[src/rtl/irq_request_latch_if.sv]
// Request/acknowledge bundle between the interrupt latch and its consumer.
// The master side drives the request lines, the mask and the acknowledge; the latch is the slave.
interface irq_request_latch_if;
    localparam int unsigned N_SRC = 4;
    localparam int unsigned ID_W  = 2;

    logic [N_SRC-1:0] irq_in;
    logic [N_SRC-1:0] mask;
    logic             irq_ack;
    logic             irq_valid;
    logic [ID_W-1:0]  irq_id;
    logic [N_SRC-1:0] pending;

    modport master (
        output irq_in,
        output mask,
        output irq_ack,
        input  irq_valid,
        input  irq_id,
        input  pending
    );

    modport slave (
        input  irq_in,
        input  mask,
        input  irq_ack,
        output irq_valid,
        output irq_id,
        output pending
    );
endinterface

[src/rtl/irq_request_latch.sv]
// Four-source interrupt latch: captures requests (edge or level), presents the highest-priority
// enabled one and holds it stable until acknowledged.
module irq_request_latch #(
    parameter bit LEVEL_MODE = 1'b0
) (
    input  logic                 clk,
    input  logic                 rst,
    irq_request_latch_if.slave   bus
);
    localparam int unsigned N_SRC = 4;
    localparam int unsigned ID_W  = 2;

    typedef enum logic {
        IDLE    = 1'b0,
        PRESENT = 1'b1
    } state_t;

    state_t           state_q;
    state_t           state_d;
    logic [N_SRC-1:0] irq_q;
    logic [N_SRC-1:0] pending_q;
    logic [N_SRC-1:0] pending_d;
    logic [ID_W-1:0]  id_q;
    logic [ID_W-1:0]  id_d;
    logic             valid_q;
    logic             valid_d;
    logic [N_SRC-1:0] set_c;
    logic [N_SRC-1:0] clr_c;
    logic [N_SRC-1:0] selectable_c;

    // Highest set index wins; the ascending loop lets later (higher) bits overwrite.
    function automatic logic [ID_W-1:0] prio_encode(input logic [N_SRC-1:0] vec);
        logic [ID_W-1:0] idx;
        idx = '0;
        for (int i = 0; i < int'(N_SRC); i++) begin
            if (vec[i]) begin
                idx = ID_W'(i);
            end
        end
        return idx;
    endfunction

    // Next pending flags and FSM decision; set takes precedence over the ack-driven clear.
    always_comb begin
        set_c        = '0;
        clr_c        = '0;
        state_d      = state_q;
        id_d         = id_q;
        selectable_c = pending_q & bus.mask;

        if (LEVEL_MODE) begin
            set_c = bus.irq_in;
        end else begin
            set_c = bus.irq_in & ~irq_q;
        end

        case (state_q)
            IDLE: begin
                if (|selectable_c) begin
                    state_d = PRESENT;
                    id_d    = prio_encode(selectable_c);
                end
            end
            PRESENT: begin
                if (bus.irq_ack) begin
                    state_d       = IDLE;
                    clr_c[id_q]   = 1'b1;
                end
            end
            default: begin
                state_d = IDLE;
            end
        endcase

        pending_d = (pending_q & ~clr_c) | set_c;
        valid_d   = (state_d == PRESENT);
    end

    always_ff @(posedge clk or posedge rst) begin
        if (rst) begin
            state_q   <= IDLE;
            irq_q     <= '0;
            pending_q <= '0;
            id_q      <= '0;
            valid_q   <= 1'b0;
        end else begin
            state_q   <= state_d;
            irq_q     <= bus.irq_in;
            pending_q <= pending_d;
            id_q      <= id_d;
            valid_q   <= valid_d;
        end
    end

    assign bus.irq_valid = valid_q;
    assign bus.irq_id    = id_q;
    assign bus.pending   = pending_q;
endmodule
[src/flat_wrapper.sv]
// flat-port wrapper written by rule: the top's interface ports become plain ports
module irq_request_latch_flat 
#(
    parameter bit LEVEL_MODE = 1'b0
)
  (clk, rst, bus_irq_in, bus_mask, bus_irq_ack, bus_irq_valid, bus_irq_id, bus_pending);
  irq_request_latch_if bus_i ();
  input  logic clk;
  input  logic rst;
  input wire logic [$bits(bus_i.irq_in)-1:0] bus_irq_in;
  input wire logic [$bits(bus_i.mask)-1:0] bus_mask;
  input wire logic [$bits(bus_i.irq_ack)-1:0] bus_irq_ack;
  output wire logic [$bits(bus_i.irq_valid)-1:0] bus_irq_valid;
  output wire logic [$bits(bus_i.irq_id)-1:0] bus_irq_id;
  output wire logic [$bits(bus_i.pending)-1:0] bus_pending;
  assign bus_i.irq_in = bus_irq_in;
  assign bus_i.mask = bus_mask;
  assign bus_i.irq_ack = bus_irq_ack;
  assign bus_irq_valid = bus_i.irq_valid;
  assign bus_irq_id = bus_i.irq_id;
  assign bus_pending = bus_i.pending;
  irq_request_latch #(.LEVEL_MODE(LEVEL_MODE)) u_core (.clk(clk), .rst(rst), .bus(bus_i));
endmodule
[config.mk]
export PLATFORM = sky130hd
export DESIGN_NAME = irq_request_latch_flat
export DESIGN_NICKNAME = d
export VERILOG_FILES = /design/src/rtl/irq_request_latch_if.sv /design/src/rtl/irq_request_latch.sv /design/src/flat_wrapper.sv
export SDC_FILE = /design/constraint.sdc
export NUM_CORES = 1
export LEC_CHECK = 0
export ABC_AREA = 1
export BUFFER_PORTS_ARGS = -buffer_cell sky130_fd_sc_hd__buf_2
export CAP_MARGIN = 25
export CELL_PAD_IN_SITES_DETAIL_PLACEMENT = 1
export CELL_PAD_IN_SITES_GLOBAL_PLACEMENT = 1
export CORE_UTILIZATION = 31
export DETAILED_ROUTE_END_ITERATION = 12
export PLACE_DENSITY_LB_ADDON = 0.1
export SLEW_MARGIN = 20
export SYNTH_ARGS = -nofsm -noshare
export SYNTH_HDL_FRONTEND = slang
export SYNTH_SLANG_ARGS = --single-unit
[constraint.sdc]
create_clock -name clk -period 1.3 [get_ports clk]
set_clock_uncertainty 0.2 [all_clocks]
set_input_delay 0.13 -clock clk [delete_from_list [all_inputs] [get_ports clk]]
set_output_delay 0.13 -clock clk [all_outputs]
set_load 0.02 [all_outputs]
==> results.yml, run 1 <==
outcome:
  status: "finished, final reports clean"
cts:
  cts_sinks: 11
  h-tree-depth: 1
  clockBufferDepth: 2
  root_buffer: "clkbuf_4"
  path_clk_slew_ps: 70
  cts_tree: "done"
  cts-buffers-inserted: 3
  post_cts.repair.setup_buffers: 0
  hold_buffers: 8
  clk_latency_ps: 260
  cts-resized-gates: 0
critical_path:
  cp.arrival_ps: 1160
  path_class: "primary input to flip-flop"
  crit_path_max_fanout: 4
  startpoint_type: "primary input"
  crit_path_end_kind: "flip-flop"
  required_ps: 1260
logic_synthesis:
  yosysWarnings: 0
  netlist_area_um2: 435
  synth-xor-area-share: 0
  synth.area.top_cells: "dfrtp_1 (63%), nand2_1 (14%), inv_1 (6.0%)"
  synth_top_family_by_area: "simple AND/OR/NAND/NOR gates"
  synth_edf_count: 0
  synth_top_area_frac: 0.632
  synth.distinct_cells: 9
  ys_ff_latch: 11
  ys_dominant_reg_cell: "dfrtp_1"
  synth_mux_area_frac: 0
  synth-simple-area-share: 0.190
  ys_async_sr_fraction: 1.00
  syn_nets: 59
  synthAdderAreaFrac: 0
  avgSynthCellArea_um2: 9.07
  yosysMostFrequentCell: "nand2_1"
  synth_top_area_cell: "dfrtp_1"
  synth_common_cells: "nand2_1 (16), dfrtp_1 (11), inv_1 (7)"
  synth_seq_area_share: 0.632
  synth_cells: 48
  synth_compound_area_frac: 0.109
floorplan:
  die_area_mm2: 0.00156
  die_x_um: 39.5
  pin_count: 18
  core_mm2: 0.00130
  initial_core_util: 0.335
  fp.dieH_um: 39.5
  row_count: 13
placed_design:
  portBuffers: 17
  gp_congestion: 0.714
  place_area_um2: 539
  dp.cells: 80
  dp_hpwl_um: 737
pwr:
  powerDensity_mw_per_mm2: 2090
  irDropWorstVdd_v: 0.000812
  p_clk_frac: 0.175
  p_comb_frac: 0.417
  p_seq_frac: 0.409
  leakage_nw: 0.343
  p_switching_mw: 0.570
  intPower_mw: 0.777
  p_sw_frac: 0.423
flow_run:
  drv_cap: 0
grt:
  met1_usage: 0.157
  grt_max_degree: 12
  antenna_found_initial: 0
  grt.overflow.total: 0
  grt_use_met2: 0.287
  grt_most_used_layer: "met2"
  met3_usage: 0.0511
  grt_pass1_vias: 383
  grt_pass1_wl_um: 1490
  grt_usage: 0.154
timing:
  finalSetupViolations: 0
  hold_viol: 0
  finalCritPeriodShare: 0.921
  slew_violations: 0
  tns_ps: 0
  tightest_slew_ps: 440
  max-slew-margin-rel: 0.706
  min_period_ps: 1200
  grt_setup_unrepaired: "false"
  max_clock_freq_mhz: 835
finish:
  layout.nets: 89
  fin_util: 0.496
  finalNonFillerCells: 92
  area_growth_pct: 48.3
  fin_area_um2: 646
  antennaDiodeCount: 0
  drive_gt1_frac: 0.299
routing:
  first_pass_iters: 2
  wirelength_um: 972
  wire_per_inst_um: 10.6
  viasPerCell: 4.36
  drt.antenna.violating_nets: 0
  vias: 401
  drt_iter0_drc: 2
  drcViolationCount: 0
min_path:
  hold_class: "primary input to flip-flop"
## layout by cell type, fill, tap and decap left out
cell type	n
o21ai_1	4
inv_1	7
buf_2	17
dlygate4sd3_1	8
clkbuf_4	3
o211ai_1	1
clkbuf_1	1
inv_2	1
nand2_2	2
o21ai_0	4
dfrtp_1	11
nand2_1	16
nand3_1	2
## power by group through the flow
| stage | logic, mW | clock network, mW | registers, mW |
|---|---|---|---|
| 2_1_floorplan | 0.235 | 0 | 0.676 |
| 3_3_place_gp | 0.553 | 0 | 0.555 |
| 3_5_place_dp | 0.554 | 0 | 0.557 |
| 4_1_cts | 0.577 | 0.248 | 0.550 |
| 5_1_grt | 0.630 | 0.258 | 0.570 |
| 6_report | 0.561 | 0.235 | 0.550 |
## registers in the layout, summed over array words and instances, names as in the netlist
register / count
u_core.bus.pending: 4
u_core.irq_q: 4
u_core.bus.irq_id: 2
u_core.state_q: 1
## layout make-up
class / count / area [um2]
flip-flops and latches: 11 / 275
multi-input cells: 29 / 130
repair buffers: 25 / 165
well taps: 15 / 18.8
fillers: 171 / 656
clock buffers: 4 / 26.3
inverters: 8 / 30.0
## stage by stage
| step | worst slack, ps | hold slack [ps] | power (mW) |
|---|---|---|---|
| finish | 103 | 26.6 | 1.35 |
| global route | 56.7 | 68.9 | 1.46 |
| CTS | 100 | 26.8 | 1.37 |
| detailed placement | 183 | -49.0 | 1.11 |
| global placement | 186 | -49.3 | 1.11 |
| floorplan | 172 | -218 | 0.911 |
## routing by layer
| metal | part of all wire | up-vias | routed length [um] |
|---|---|---|---|
| li1 | - | 206 | - |
| met1 | 0.44 | 183 | 423 |
| met2 | 0.52 | 12 | 506 |
| met3 | 0.042 | 0 | 41 |
| met4 | 0 | 0 | 0 |
| met5 | 0 | - | 0 |
## logic make-up after synthesis
logic type | count (synthesis)
AND/OR/NAND/NOR | 20
buffers and inverters | 8
flip-flops | 11
AO/OA/AOI/OAI | 9
## worst paths after layout
path	startpoint	cells past startpoint	to	slack [ps]
hold / removal	bus_mask[0]	5	u_core.state_q$_DFF_PP0_	30
max in group asynchronous	rst	3	u_core.irq_q[2]$_DFF_PP0_	400
setup / recovery	bus_mask[3]	8	u_core.bus.irq_id[0]$_DFFE_PP0P_	100
hold reg to reg	u_core.irq_q[1]$_DFF_PP0_	1	u_core.bus.pending[1]$_DFF_PP0_	210
setup reg to reg	u_core.bus.pending[2]$_DFF_PP0_	6	u_core.bus.irq_id[0]$_DFFE_PP0P_	180
min in group asynchronous	rst	3	u_core.irq_q[0]$_DFF_PP0_	200
## worst max-delay path: stages
cell           delay [ps]
dlygate4sd3_1         530
buf_2                 120
nand2_1                70
nand2_1                70
nand2_2                90
nand2_1                60
nand2_1                50
nand2_1                40
No activity file was read; power rests on OpenSTA's default activity.
==> run 2, diff against run 1 <==
--- a/config.mk
+++ b/config.mk
@@ -10,7 +10,7 @@
 export CAP_MARGIN = 25
 export CELL_PAD_IN_SITES_DETAIL_PLACEMENT = 1
 export CELL_PAD_IN_SITES_GLOBAL_PLACEMENT = 1
-export CORE_UTILIZATION = 31
+export CORE_UTILIZATION = 28
 export DETAILED_ROUTE_END_ITERATION = 12
 export PLACE_DENSITY_LB_ADDON = 0.1
 export SLEW_MARGIN = 20
==> constraint.sdc (replaced) <==
create_clock -name clk -period 1.1 [get_ports clk]
set_clock_uncertainty 0.2 [all_clocks]
set_input_delay 0.11 -clock clk [delete_from_list [all_inputs] [get_ports clk]]
set_output_delay 0.11 -clock clk [all_outputs]
set_load 0.02 [all_outputs]
==> run 2 against run 1 <==
  * The flow now finishes with violations (negative hold slack, negative setup slack)
  * First-iteration DRC count stayed put
  * Worst setup slack worse by 230 ps
  * Power is 65% higher
  * Critical path type is now flip-flop to primary output
  * Critical endpoint is now bus_irq_id[0]
==> results.yml, run 2 (same netlist as run 1, synthesis figures left out) <==
outcome:
  status: "finished, violations left"
  violations: "negative hold slack, negative setup slack"
routing:
  vias: 427
  drt_iter0_drc: 2
  first_pass_iters: 4
  wirelength_um: 1140
  drcViolationCount: 0
  top_layer_used: "met4"
  wl_met2_um: 570
  drt-met1-wl_um: 528
  met3_length_um: 32
  wire_per_inst_um: 11.4
  drt.antenna.violating_nets: 0
  viasPerCell: 4.27
grt:
  grt_usage: 0.153
  grt.overflow.total: 0
  grt_pass1_wl_um: 1920
  grt_pass1_vias: 453
  grt_max_degree: 12
  antenna_found_initial: 0
cts:
  h-tree-depth: 1
  cts_sinks: 11
  cts_tree: "done"
  cts-buffers-inserted: 3
  root_buffer: "clkbuf_4"
  hold_buffers: 7
  path_clk_slew_ps: 70
  clockBufferDepth: 2
  clk_latency_ps: 270
pwr:
  intPower_mw: 1.36
  irDropWorstVdd_v: 0.00115
  p_clk_frac: 0.122
  p_seq_frac: 0.308
  p_sw_frac: 0.386
  p_switching_mw: 0.856
  powerDensity_mw_per_mm2: 2770
  leakage_nw: 0.411
  p_comb_frac: 0.570
floorplan:
  fp.dieH_um: 41.4
  core_mm2: 0.00137
  die_x_um: 41.4
  die_area_mm2: 0.00172
  pin_count: 18
  row_count: 13
  initial_core_util: 0.319
critical_path:
  crit_path_end_kind: "primary output"
  required_ps: 790
  path_common_cell: "buf_6"
  regToRegEndpoint: "u_core.bus.pending[2]$_DFF_PP0_"
  path_buf_inv: 2
  crit_path_max_fanout: 2
  path_class: "flip-flop to primary output"
  cp_top_family: "flip-flops"
  cpPeakStageDelay_ps: 410
  cp.depth: 2
  cp.arrival_ps: 920
  cp_slowest_cell: "dfrtp_1"
  r2r_cells: 5
  r2r_slack_ps: -100
  r2r-start: "u_core.bus.irq_id[0]$_DFFE_PP0P_"
  worstSetupStartpoint: "u_core.bus.irq_id[0]$_DFFE_PP0P_"
  startpoint_type: "flip-flop"
  crit_chain: "buf_6, buf_6"
  crit_path_end: "bus_irq_id[0]"
finish:
  final_common_cell: "buf_6"
  antennaDiodeCount: 0
  n_fill_cell: 161
  layout.nets: 97
  drive_gt1_frac: 0.518
  fin_util: 0.586
  final_cell_mix: "buf_6 (11), nand2_1 (10), buf_2 (10)"
  area_growth_pct: 83.9
timing:
  grt_setup_unrepaired: "true"
  hold_viol: 1
  finalCritPeriodShare: 1.12
  max_clock_freq_mhz: 812
  setup_ws_ps: -132
  min_period_ps: 1230
  finalSetupViolations: 13
  max-slew-margin-rel: 0.720
  slew_violations: 0
  tightest_slew_ps: 420
  holdWs_ps: -25.3
min_path:
  hold_class: "primary input to flip-flop"
  hp-start: "bus_mask[3]"
placed_design:
  gp_congestion: 0.746
  portBuffers: 17
flow_run:
  drv_cap: 0
run 2: metal layers:
metal | global-route usage | vias to the layer above
li1 | - | 223
met1 | 0.178 | 192
met2 | 0.247 | 10
met5 | 0 | -
met3 | 0.0391 | 2
met4 | 0.0968 | 0
run 2: per-stage QoR:
stage	worst slack (ps)	instances	power (mW)	instance area, um2	TNS, ps
finish	-132	100	2.22	801	-639
global route	-171	100	2.37	801	-1220
CTS	-133	99	2.14	778	-671
detailed placement	-10.4	82	1.39	559	-10.4
global placement	-11.2	82	1.38	559	-11.2
floorplan	-3.98	48	1.09	440	-3.98
run 2: worst min path at each step:
stage / to / slack (ps) / depth (start not counted)
3_5_place_dp: u_core.bus.irq_id[0]$_DFFE_PP0P_ / -80 / 2
3_3_place_gp: u_core.irq_q[3]$_DFF_PP0_ / -70 / 2
6_report: u_core.bus.irq_id[0]$_DFFE_PP0P_ / -30 / 5
5_1_grt: u_core.bus.irq_id[0]$_DFFE_PP0P_ / -10 / 5
4_1_cts: u_core.bus.irq_id[0]$_DFFE_PP0P_ / -40 / 5
2_1_floorplan: u_core.bus.irq_id[0]$_DFFE_PP0P_ / -240 / 1
run 2: power by group through the flow:
stage	Clock, mW	Sequential [mW]	Combinational, mW
6_report	0.271	0.684	1.26
3_3_place_gp	0	0.670	0.710
3_5_place_dp	0	0.673	0.717
5_1_grt	0.312	0.701	1.36
4_1_cts	0.284	0.674	1.18
2_1_floorplan	0	0.813	0.278
run 2: layout make-up:
| cell class | count | area, um2 | area share |
|---|---|---|---|
| clock buffer | 4 | 26.3 | 0.0328 |
| inverter | 8 | 35.0 | 0.0438 |
| multi-input combinational | 29 | 159 | 0.198 |
| sequential | 11 | 280 | 0.350 |
| tap | 15 | 18.8 | 0.0234 |
| timing repair buffer | 33 | 282 | 0.352 |
run 2: repair_timing:
action	4_1_cts	5_1_grt
endpoints found under the hold margin	21	1
buffers inserted	6	1
pin swaps	1	4
gates resized for setup	27	7
endpoints found under the setup margin	9	14
run 2: worst reg2reg max path, cell delays in order, from the launching register on:
cell and delay [ps]:
dfrtp_1 410, buf_4 150, inv_1 50, nand2_2 60, o21ai_1 130, o21ai_1 80
